### src/rtl/i_execute_if.sv
// EX-stage bus: ID/EX operands and controls in, EX/MEM pipeline register out.
// master = upstream/pipeline side, slave = the execute stage.
interface i_execute_if;
    logic        id_ex_valid;
    logic [1:0]  wb_ctl;
    logic [2:0]  m_ctl;
    logic        regdst;
    logic        alusrc;
    logic [1:0]  aluop;
    logic [31:0] npc;
    logic [31:0] rdata1;
    logic [31:0] rdata2;
    logic [31:0] s_extend;
    logic [4:0]  instr_2016;
    logic [4:0]  instr_1511;
    logic        ex_flush;
    logic        ex_busy;
    logic [1:0]  EX_MEM_wb;
    logic [2:0]  EX_MEM_m;
    logic [31:0] EX_MEM_add_result;
    logic        EX_MEM_zero;
    logic [31:0] EX_MEM_alu_result;
    logic [31:0] EX_MEM_rdata2;
    logic [4:0]  EX_MEM_rd;

    modport master (
        output id_ex_valid, wb_ctl, m_ctl, regdst, alusrc, aluop, npc,
               rdata1, rdata2, s_extend, instr_2016, instr_1511, ex_flush,
        input  ex_busy, EX_MEM_wb, EX_MEM_m, EX_MEM_add_result, EX_MEM_zero,
               EX_MEM_alu_result, EX_MEM_rdata2, EX_MEM_rd
    );

    modport slave (
        input  id_ex_valid, wb_ctl, m_ctl, regdst, alusrc, aluop, npc,
               rdata1, rdata2, s_extend, instr_2016, instr_1511, ex_flush,
        output ex_busy, EX_MEM_wb, EX_MEM_m, EX_MEM_add_result, EX_MEM_zero,
               EX_MEM_alu_result, EX_MEM_rdata2, EX_MEM_rd
    );
endinterface

### src/rtl/i_execute.sv
// Execute stage: single-cycle ALU and branch adder, plus a 32-step shift-add
// multiplier that stalls upstream through ex_busy while it iterates.
module i_execute (
    input logic      clk,
    input logic      rst_n,
    i_execute_if.slave bus
);
    typedef enum logic [1:0] {IDLE, MUL, DONE} state_t;

    typedef struct packed {
        logic [1:0]  wb;
        logic [2:0]  m;
        logic [31:0] add_result;
        logic        zero;
        logic [31:0] alu_result;
        logic [31:0] rdata2;
        logic [4:0]  rd;
    } ex_mem_t;

    localparam logic [5:0] F_ADD  = 6'b100000;
    localparam logic [5:0] F_SUB  = 6'b100010;
    localparam logic [5:0] F_AND  = 6'b100100;
    localparam logic [5:0] F_OR   = 6'b100101;
    localparam logic [5:0] F_SLT  = 6'b101010;
    localparam logic [5:0] F_MULT = 6'b011000;

    logic [5:0]  funct;
    logic [31:0] alu_b;
    logic [31:0] alu_y;
    logic [31:0] target;
    logic [4:0]  dest;
    logic        is_mult;
    ex_mem_t     normal;
    ex_mem_t     ex_mem_q;

    state_t      state;
    logic [4:0]  cnt;
    logic [31:0] mcand;
    logic [31:0] mplier;
    logic [31:0] acc;
    logic [1:0]  held_wb;
    logic [2:0]  held_m;
    logic [31:0] held_target;
    logic [31:0] held_rdata2;
    logic [4:0]  held_rd;

    assign funct   = bus.s_extend[5:0];
    assign alu_b   = bus.alusrc ? bus.s_extend : bus.rdata2;
    assign target  = bus.npc + {bus.s_extend[29:0], 2'b00};
    assign dest    = bus.regdst ? bus.instr_1511 : bus.instr_2016;
    assign is_mult = bus.id_ex_valid && (bus.aluop == 2'b10) && (funct == F_MULT);

    always_comb begin
        // NOTE: default first so every path assigns alu_y and no latch is inferred.
        alu_y = '0;
        case (bus.aluop)
            2'b01:   alu_y = bus.rdata1 - alu_b;
            2'b10: begin
                case (funct)
                    F_ADD:   alu_y = bus.rdata1 + alu_b;
                    F_SUB:   alu_y = bus.rdata1 - alu_b;
                    F_AND:   alu_y = bus.rdata1 & alu_b;
                    F_OR:    alu_y = bus.rdata1 | alu_b;
                    F_SLT:   alu_y = {31'd0, $signed(bus.rdata1) < $signed(alu_b)};
                    default: alu_y = '0;
                endcase
            end
            default: alu_y = bus.rdata1 + alu_b;
        endcase
    end

    assign normal = '{wb: bus.wb_ctl, m: bus.m_ctl, add_result: target,
                      zero: (alu_y == '0), alu_result: alu_y,
                      rdata2: bus.rdata2, rd: dest};

    // Flush wins over the stall so a squashed multiply never holds the pipe.
    assign bus.ex_busy = !bus.ex_flush &&
                         (((state == IDLE) && is_mult) || (state == MUL));

    always_ff @(posedge clk) begin
        // NOTE: reset is synchronous (only looked at on the clock edge); all state uses <=.
        if (!rst_n) begin
            state       <= IDLE;
            cnt         <= '0;
            mcand       <= '0;
            mplier      <= '0;
            acc         <= '0;
            held_wb     <= '0;
            held_m      <= '0;
            held_target <= '0;
            held_rdata2 <= '0;
            held_rd     <= '0;
            ex_mem_q    <= '0;
        end else if (bus.ex_flush) begin
            state    <= IDLE;
            cnt      <= '0;
            ex_mem_q <= '0;
        end else begin
            ex_mem_q <= '0;
            case (state)
                IDLE: begin
                    if (is_mult) begin
                        mcand       <= bus.rdata1;
                        mplier      <= alu_b;
                        acc         <= '0;
                        held_wb     <= bus.wb_ctl;
                        held_m      <= bus.m_ctl;
                        held_target <= target;
                        held_rdata2 <= bus.rdata2;
                        held_rd     <= dest;
                        cnt         <= '0;
                        state       <= MUL;
                    end else if (bus.id_ex_valid) begin
                        ex_mem_q <= normal;
                    end
                end
                MUL: begin
                    // Two's complement: low 32 bits of the unsigned product equal the signed one.
                    if (mplier[0]) acc <= acc + mcand;
                    mcand  <= mcand << 1;
                    mplier <= mplier >> 1;
                    cnt    <= cnt + 5'd1;
                    if (cnt == 5'd31) state <= DONE;
                end
                DONE: begin
                    ex_mem_q <= '{wb: held_wb, m: held_m, add_result: held_target,
                                  zero: (acc == '0), alu_result: acc,
                                  rdata2: held_rdata2, rd: held_rd};
                    state    <= IDLE;
                end
                default: state <= IDLE;
            endcase
        end
    end

    assign bus.EX_MEM_wb         = ex_mem_q.wb;
    assign bus.EX_MEM_m          = ex_mem_q.m;
    assign bus.EX_MEM_add_result = ex_mem_q.add_result;
    assign bus.EX_MEM_zero       = ex_mem_q.zero;
    assign bus.EX_MEM_alu_result = ex_mem_q.alu_result;
    assign bus.EX_MEM_rdata2     = ex_mem_q.rdata2;
    assign bus.EX_MEM_rd         = ex_mem_q.rd;
endmodule

### src/flat_wrapper.sv
// flat-port wrapper written by rule: the top's interface ports become plain ports
module i_execute_flat 
  (clk, rst_n, bus_id_ex_valid, bus_wb_ctl, bus_m_ctl, bus_regdst, bus_alusrc, bus_aluop, bus_npc, bus_rdata1, bus_rdata2, bus_s_extend, bus_instr_2016, bus_instr_1511, bus_ex_flush, bus_ex_busy, bus_EX_MEM_wb, bus_EX_MEM_m, bus_EX_MEM_add_result, bus_EX_MEM_zero, bus_EX_MEM_alu_result, bus_EX_MEM_rdata2, bus_EX_MEM_rd);
  i_execute_if bus_i ();
  input logic clk;
  input logic rst_n;
  input wire logic [$bits(bus_i.id_ex_valid)-1:0] bus_id_ex_valid;
  input wire logic [$bits(bus_i.wb_ctl)-1:0] bus_wb_ctl;
  input wire logic [$bits(bus_i.m_ctl)-1:0] bus_m_ctl;
  input wire logic [$bits(bus_i.regdst)-1:0] bus_regdst;
  input wire logic [$bits(bus_i.alusrc)-1:0] bus_alusrc;
  input wire logic [$bits(bus_i.aluop)-1:0] bus_aluop;
  input wire logic [$bits(bus_i.npc)-1:0] bus_npc;
  input wire logic [$bits(bus_i.rdata1)-1:0] bus_rdata1;
  input wire logic [$bits(bus_i.rdata2)-1:0] bus_rdata2;
  input wire logic [$bits(bus_i.s_extend)-1:0] bus_s_extend;
  input wire logic [$bits(bus_i.instr_2016)-1:0] bus_instr_2016;
  input wire logic [$bits(bus_i.instr_1511)-1:0] bus_instr_1511;
  input wire logic [$bits(bus_i.ex_flush)-1:0] bus_ex_flush;
  output wire logic [$bits(bus_i.ex_busy)-1:0] bus_ex_busy;
  output wire logic [$bits(bus_i.EX_MEM_wb)-1:0] bus_EX_MEM_wb;
  output wire logic [$bits(bus_i.EX_MEM_m)-1:0] bus_EX_MEM_m;
  output wire logic [$bits(bus_i.EX_MEM_add_result)-1:0] bus_EX_MEM_add_result;
  output wire logic [$bits(bus_i.EX_MEM_zero)-1:0] bus_EX_MEM_zero;
  output wire logic [$bits(bus_i.EX_MEM_alu_result)-1:0] bus_EX_MEM_alu_result;
  output wire logic [$bits(bus_i.EX_MEM_rdata2)-1:0] bus_EX_MEM_rdata2;
  output wire logic [$bits(bus_i.EX_MEM_rd)-1:0] bus_EX_MEM_rd;
  assign bus_i.id_ex_valid = bus_id_ex_valid;
  assign bus_i.wb_ctl = bus_wb_ctl;
  assign bus_i.m_ctl = bus_m_ctl;
  assign bus_i.regdst = bus_regdst;
  assign bus_i.alusrc = bus_alusrc;
  assign bus_i.aluop = bus_aluop;
  assign bus_i.npc = bus_npc;
  assign bus_i.rdata1 = bus_rdata1;
  assign bus_i.rdata2 = bus_rdata2;
  assign bus_i.s_extend = bus_s_extend;
  assign bus_i.instr_2016 = bus_instr_2016;
  assign bus_i.instr_1511 = bus_instr_1511;
  assign bus_i.ex_flush = bus_ex_flush;
  assign bus_ex_busy = bus_i.ex_busy;
  assign bus_EX_MEM_wb = bus_i.EX_MEM_wb;
  assign bus_EX_MEM_m = bus_i.EX_MEM_m;
  assign bus_EX_MEM_add_result = bus_i.EX_MEM_add_result;
  assign bus_EX_MEM_zero = bus_i.EX_MEM_zero;
  assign bus_EX_MEM_alu_result = bus_i.EX_MEM_alu_result;
  assign bus_EX_MEM_rdata2 = bus_i.EX_MEM_rdata2;
  assign bus_EX_MEM_rd = bus_i.EX_MEM_rd;
  i_execute u_core (.clk(clk), .rst_n(rst_n), .bus(bus_i));
endmodule
### config.mk
export PLATFORM = sky130hd
export DESIGN_NAME = i_execute_flat
export DESIGN_NICKNAME = d
export VERILOG_FILES = /design/src/rtl/i_execute_if.sv /design/src/rtl/i_execute.sv /design/src/flat_wrapper.sv
export SDC_FILE = /design/constraint.sdc
export NUM_CORES = 1
export LEC_CHECK = 0
export BUFFER_PORTS_ARGS = -buffer_cell sky130_fd_sc_hd__buf_2
export CAP_MARGIN = 40
export CORE_UTILIZATION = 55
export CTS_CLUSTER_DIAMETER = 40
export CTS_CLUSTER_SIZE = 30
export DETAILED_ROUTE_END_ITERATION = 12
export PLACE_DENSITY = 0.77
export SYNTH_ARGS = -nofsm -noshare
export SYNTH_HDL_FRONTEND = slang
export SYNTH_SLANG_ARGS = --single-unit
### constraint.sdc
create_clock -name clk -period 16.6 [get_ports clk]
set_clock_uncertainty 0.15 [all_clocks]
set_input_delay 1.66 -clock clk [delete_from_list [all_inputs] [get_ports clk]]
set_output_delay 1.66 -clock clk [all_outputs]
set_load 0.05 [all_outputs]
==> run summary <==
The run finished with clean final reports. The worst setup path is launched from a primary input. The number of distinct standard cells referenced by the synthesized netlist came out at 81. Counting every sink on the clock net gives 284. Summed over its instances, the top area cell type makes up 30.2% of the synthesized netlist area. The aggregate routed wire length came out at 61.0 mm. Of all cell types, the one taking the most synthesized area is dfxtp_1. The depth of the CTS H-tree is 2.

The clock latency of the later-clocked register in the worst-skew pair is 0.59 ns. The max-cap check violation count is 0. The die span in x is 187 um. The die area is 0.0350 mm2. The number of slew-limit violations in the final report was 0. The layout cell share with drive strength beyond 1 is 16.0%. The weighted congestion reported at the end of routability-driven placement came out at 1.01. The relative slew slack is 38.7%. The routed via count came out at 18,500.

The most numerous cell type found on the critical path is buf_2. The data required time at the worst endpoint is 14.79 ns. Counting flops with an async set or reset pin after synthesis yields a share of 0%. Dividing total power by cell area gives a power density of 94.9 mW/mm2.

The wire length of the first global-routing pass is 94.5 mm. The post-synthesis sequential area ratio came out at 30.2%. The mean routed wirelength per cell is 20.1 um. The class of the tightest hold or removal check is reg -> reg. The total global routing overflow came out at 0. The critical path is of the in -> out type. The shortest period the worst path allows is 7.02 ns. The number of antenna violations at the first check in global routing is 4.

Of the available clock period, the critical path in the final layout requires 42.3%. Using the TritonRoute via totals, the vias-per-cell ratio works out to 6.10. After filler insertion, the fill cell instance count of the layout stands at 2,909. The remaining routing DRC violations is 0. The post-synthesis cell area came out at 0.0188 mm2. The detailed router's first-iteration violation count came out at 1,387. The critical-path maximum fanout is 36.

Averaged over all synthesized cells, the footprint is 7.96 um2. The number of gates resized after cts came out at 0. The top-level I/O count is 259. The cell sitting at the root of the clock tree is a clkbuf_16.

The total of hold buffers inserted after clock tree synthesis is 0. The count of buffering cells on the critical path with inverters included came out at 4. For this design, the slowest cell found on the critical path is nor4b_1. Adding up every negative setup slack in the final design gives 0 ns. Leaving out filler cells and counting taps, the final layout contains 3,031. TritonCTS built the clock tree. The fmax came out at 143 MHz. The net count of the finished layout is 2,864.

The count of standard-cell rows is 67. The number of setup buffers added after CTS came out at 0. IR analysis of the VDD net gives a maximum drop of 88.4 uV. The final hold slack is 0.311 ns. In the global route stage, overall resource usage came out at 33.7%. The worst setup path is captured at an output pin. The post-route antenna net violation count came out at 0. The Yosys step of the flow raised 0 warnings.

The detailed-routing iteration count for the pre-antenna-repair pass came out at 6. Ranked by total cell area, the synthesized netlist is headed by dfxtp_1 (30%), ha_1 (11%), nand2_1 (6.4%). The analysis attributes to cell leakage a power of 10.2 nW. The maximum number of pins on one net before global-route repair came out at 76.

Setup violations remaining at the end of the flow were counted as 0. The peak per-stage delay on the critical path is 0.75 ns. During placement, the flow inserted port buffers numbering 258. The number of buffers on the longest clock path came out at 3. The number of buffers inserted during clock tree synthesis is 44. The relative area change from synthesis to final layout is 16.8%. The number of nets produced by synthesis is 2,683. The half-perimeter wire length after placement came out at 44.1 mm.

The standard cell core area came out at 0.0336 mm2. The initial core utilization came out at 56.1%. On the critical path the largest part of the delay comes from simple AND/OR/NAND/NOR gates. The count of state elements after synthesis is 284. The clock transition at the register clock pins on the worst setup and hold paths after CTS came out at 0.06 ns. The placed cell count is 2,950. The most used flip-flop cell after synthesis is dfxtp_1. The gate count of the mapped netlist came out at 2,367.

Walking the worst path, the cells encountered are buf_2 -> buf_4 -> nor4b_1 -> and4b_1 -> nand2b_1 -> and2_1 -> or2_2 -> inv_2 -> buf_2. Setup repair after global routing left no endpoint under its margin. The post-layout utilization of the core came out at 65.5%. The die is 187 um tall. The count of flip-flops with a built-in enable after synthesis is 0. The number of endpoints with negative hold slack in the final report was 0. The slew at the pin with the worst max-slew slack is 0.919 ns. The arrival time at the worst endpoint is 5.21 ns.

The number of global-route vias before repair is 17,200.
## cells in the mapped netlist (all sizes together) (15+ instances only)
master and count:
a211oi 18, a21boi 104, a21o 36, a21oi 125
a221oi 15, a22oi 125, buf 31, clkbuf 121
dfxtp 284, ha 161, inv 149, mux2i 65
nand2 321, nand2b 15, nand3 29, nor2 196
nor2b 45, nor3 27, nor4 19, o211a 35
o211ai 70, o21ai 82, o21bai 15, o22ai 16
o31ai 15, xnor2 44, xor2 21
## area by class of cell
| class | instances | area, um2 | area share (%) |
|---|---|---|---|
| Antenna cell | 1 | 2.50 | 0.0114 |
| Clock buffer | 49 | 1150 | 5.23 |
| Clock inverter | 31 | 379 | 1.72 |
| Inverter | 150 | 563 | 2.56 |
| Multi-Input combinational cell | 1781 | 12100 | 54.8 |
| Sequential cell | 284 | 5690 | 25.8 |
| Tap cell | 448 | 561 | 2.55 |
| Timing Repair Buffer | 287 | 1600 | 7.29 |
## per-stage QoR
step | power, W | setup WS (ns) | area, um2
2_1_floorplan | 0.00101 | 9.55 | 18800
3_3_place_gp | 0.00114 | 9.47 | 20300
3_5_place_dp | 0.00114 | 9.59 | 20500
4_1_cts | 0.00209 | 9.60 | 22000
5_1_grt | 0.00216 | 9.43 | 22000
6_report | 0.00209 | 9.58 | 22000
## state kept, by name, indices dropped and copies added (netlist names)
signal                        cells
u_core.acc                       32
u_core.bus.EX_MEM_add_result     32
u_core.bus.EX_MEM_alu_result     32
u_core.bus.EX_MEM_m               3
u_core.bus.EX_MEM_rd              5
u_core.bus.EX_MEM_rdata2         32
u_core.bus.EX_MEM_wb              2
u_core.bus.EX_MEM_zero            1
u_core.cnt                        5
u_core.held_m                     3
u_core.held_rd                    5
u_core.held_rdata2               32
u_core.held_target               32
u_core.held_wb                    2
u_core.mcand                     32
u_core.mplier                    32
u_core.state                      2
## report_power, final
part,switching (W),leakage (nW),internal [W]
registers,0.00000278,2.29,0.000692
clock network,0.000381,0.739,0.000569
logic,0.000287,7.14,0.000158
## layer usage
metal	vias up	share of wire [%]	global-route usage (%)
li1	8818	-	-
met1	8754	43	43.6
met2	770	47	56.2
met3	142	6.5	4.56
met4	6	4.0	14.6
met5	-	0.064	0
## logic make-up after synthesis
logic type / share of synthesized area [%]
AO/OA/AOI/OAI: 28.5
AND/OR/NAND/NOR: 17.2
buffers and inverters: 6.13
flip-flops: 30.2
adder cells (fa/ha/maj): 11.1
multiplexers: 3.87
XOR/XNOR: 3.02
## worst paths after layout
check | from | to | depth (start not counted) | slack, ns
max | bus_s_extend[0] | bus_ex_busy | 9 | 9.58
min | u_core.mplier[5]$_SDFFE_PN0P_ | u_core.mplier[5]$_SDFFE_PN0P_ | 2 | 0.31
max reg2reg | u_core.mcand[0]$_SDFFE_PN0P_ | u_core.acc[30]$_SDFFE_PN0P_ | 14 | 12.18
min reg2reg | u_core.mplier[5]$_SDFFE_PN0P_ | u_core.mplier[5]$_SDFFE_PN0P_ | 2 | 0.31
## worst reg2reg max path, stage by stage, from the launching register on
cell and delay, ns:
dfxtp_1 0.37, ha_1 0.24, fa_1 0.41, a21oi_1 0.16, o21bai_1 0.12, a211oi_1 0.27, o21ai_0 0.29, a221oi_1 0.56
a21oi_1 0.24, a311o_1 0.42, a41oi_1 0.31, o21ai_0 0.18, o31ai_1 0.30, xor2_1 0.19, o21ai_0 0.08
## cell usage in the layout (no fill, tap or decap), types with 65 or more instances in the layout
master and n:
buf_2 257, o21ai_0 79, inv_1 149, ha_1 161
a21boi_0 103, mux2i_1 65, a22oi_1 125, nor2_1 195
nand2_1 321, o211ai_1 70, dfxtp_1 284, a21oi_1 124
No activity file was read; power rests on OpenSTA's default activity.
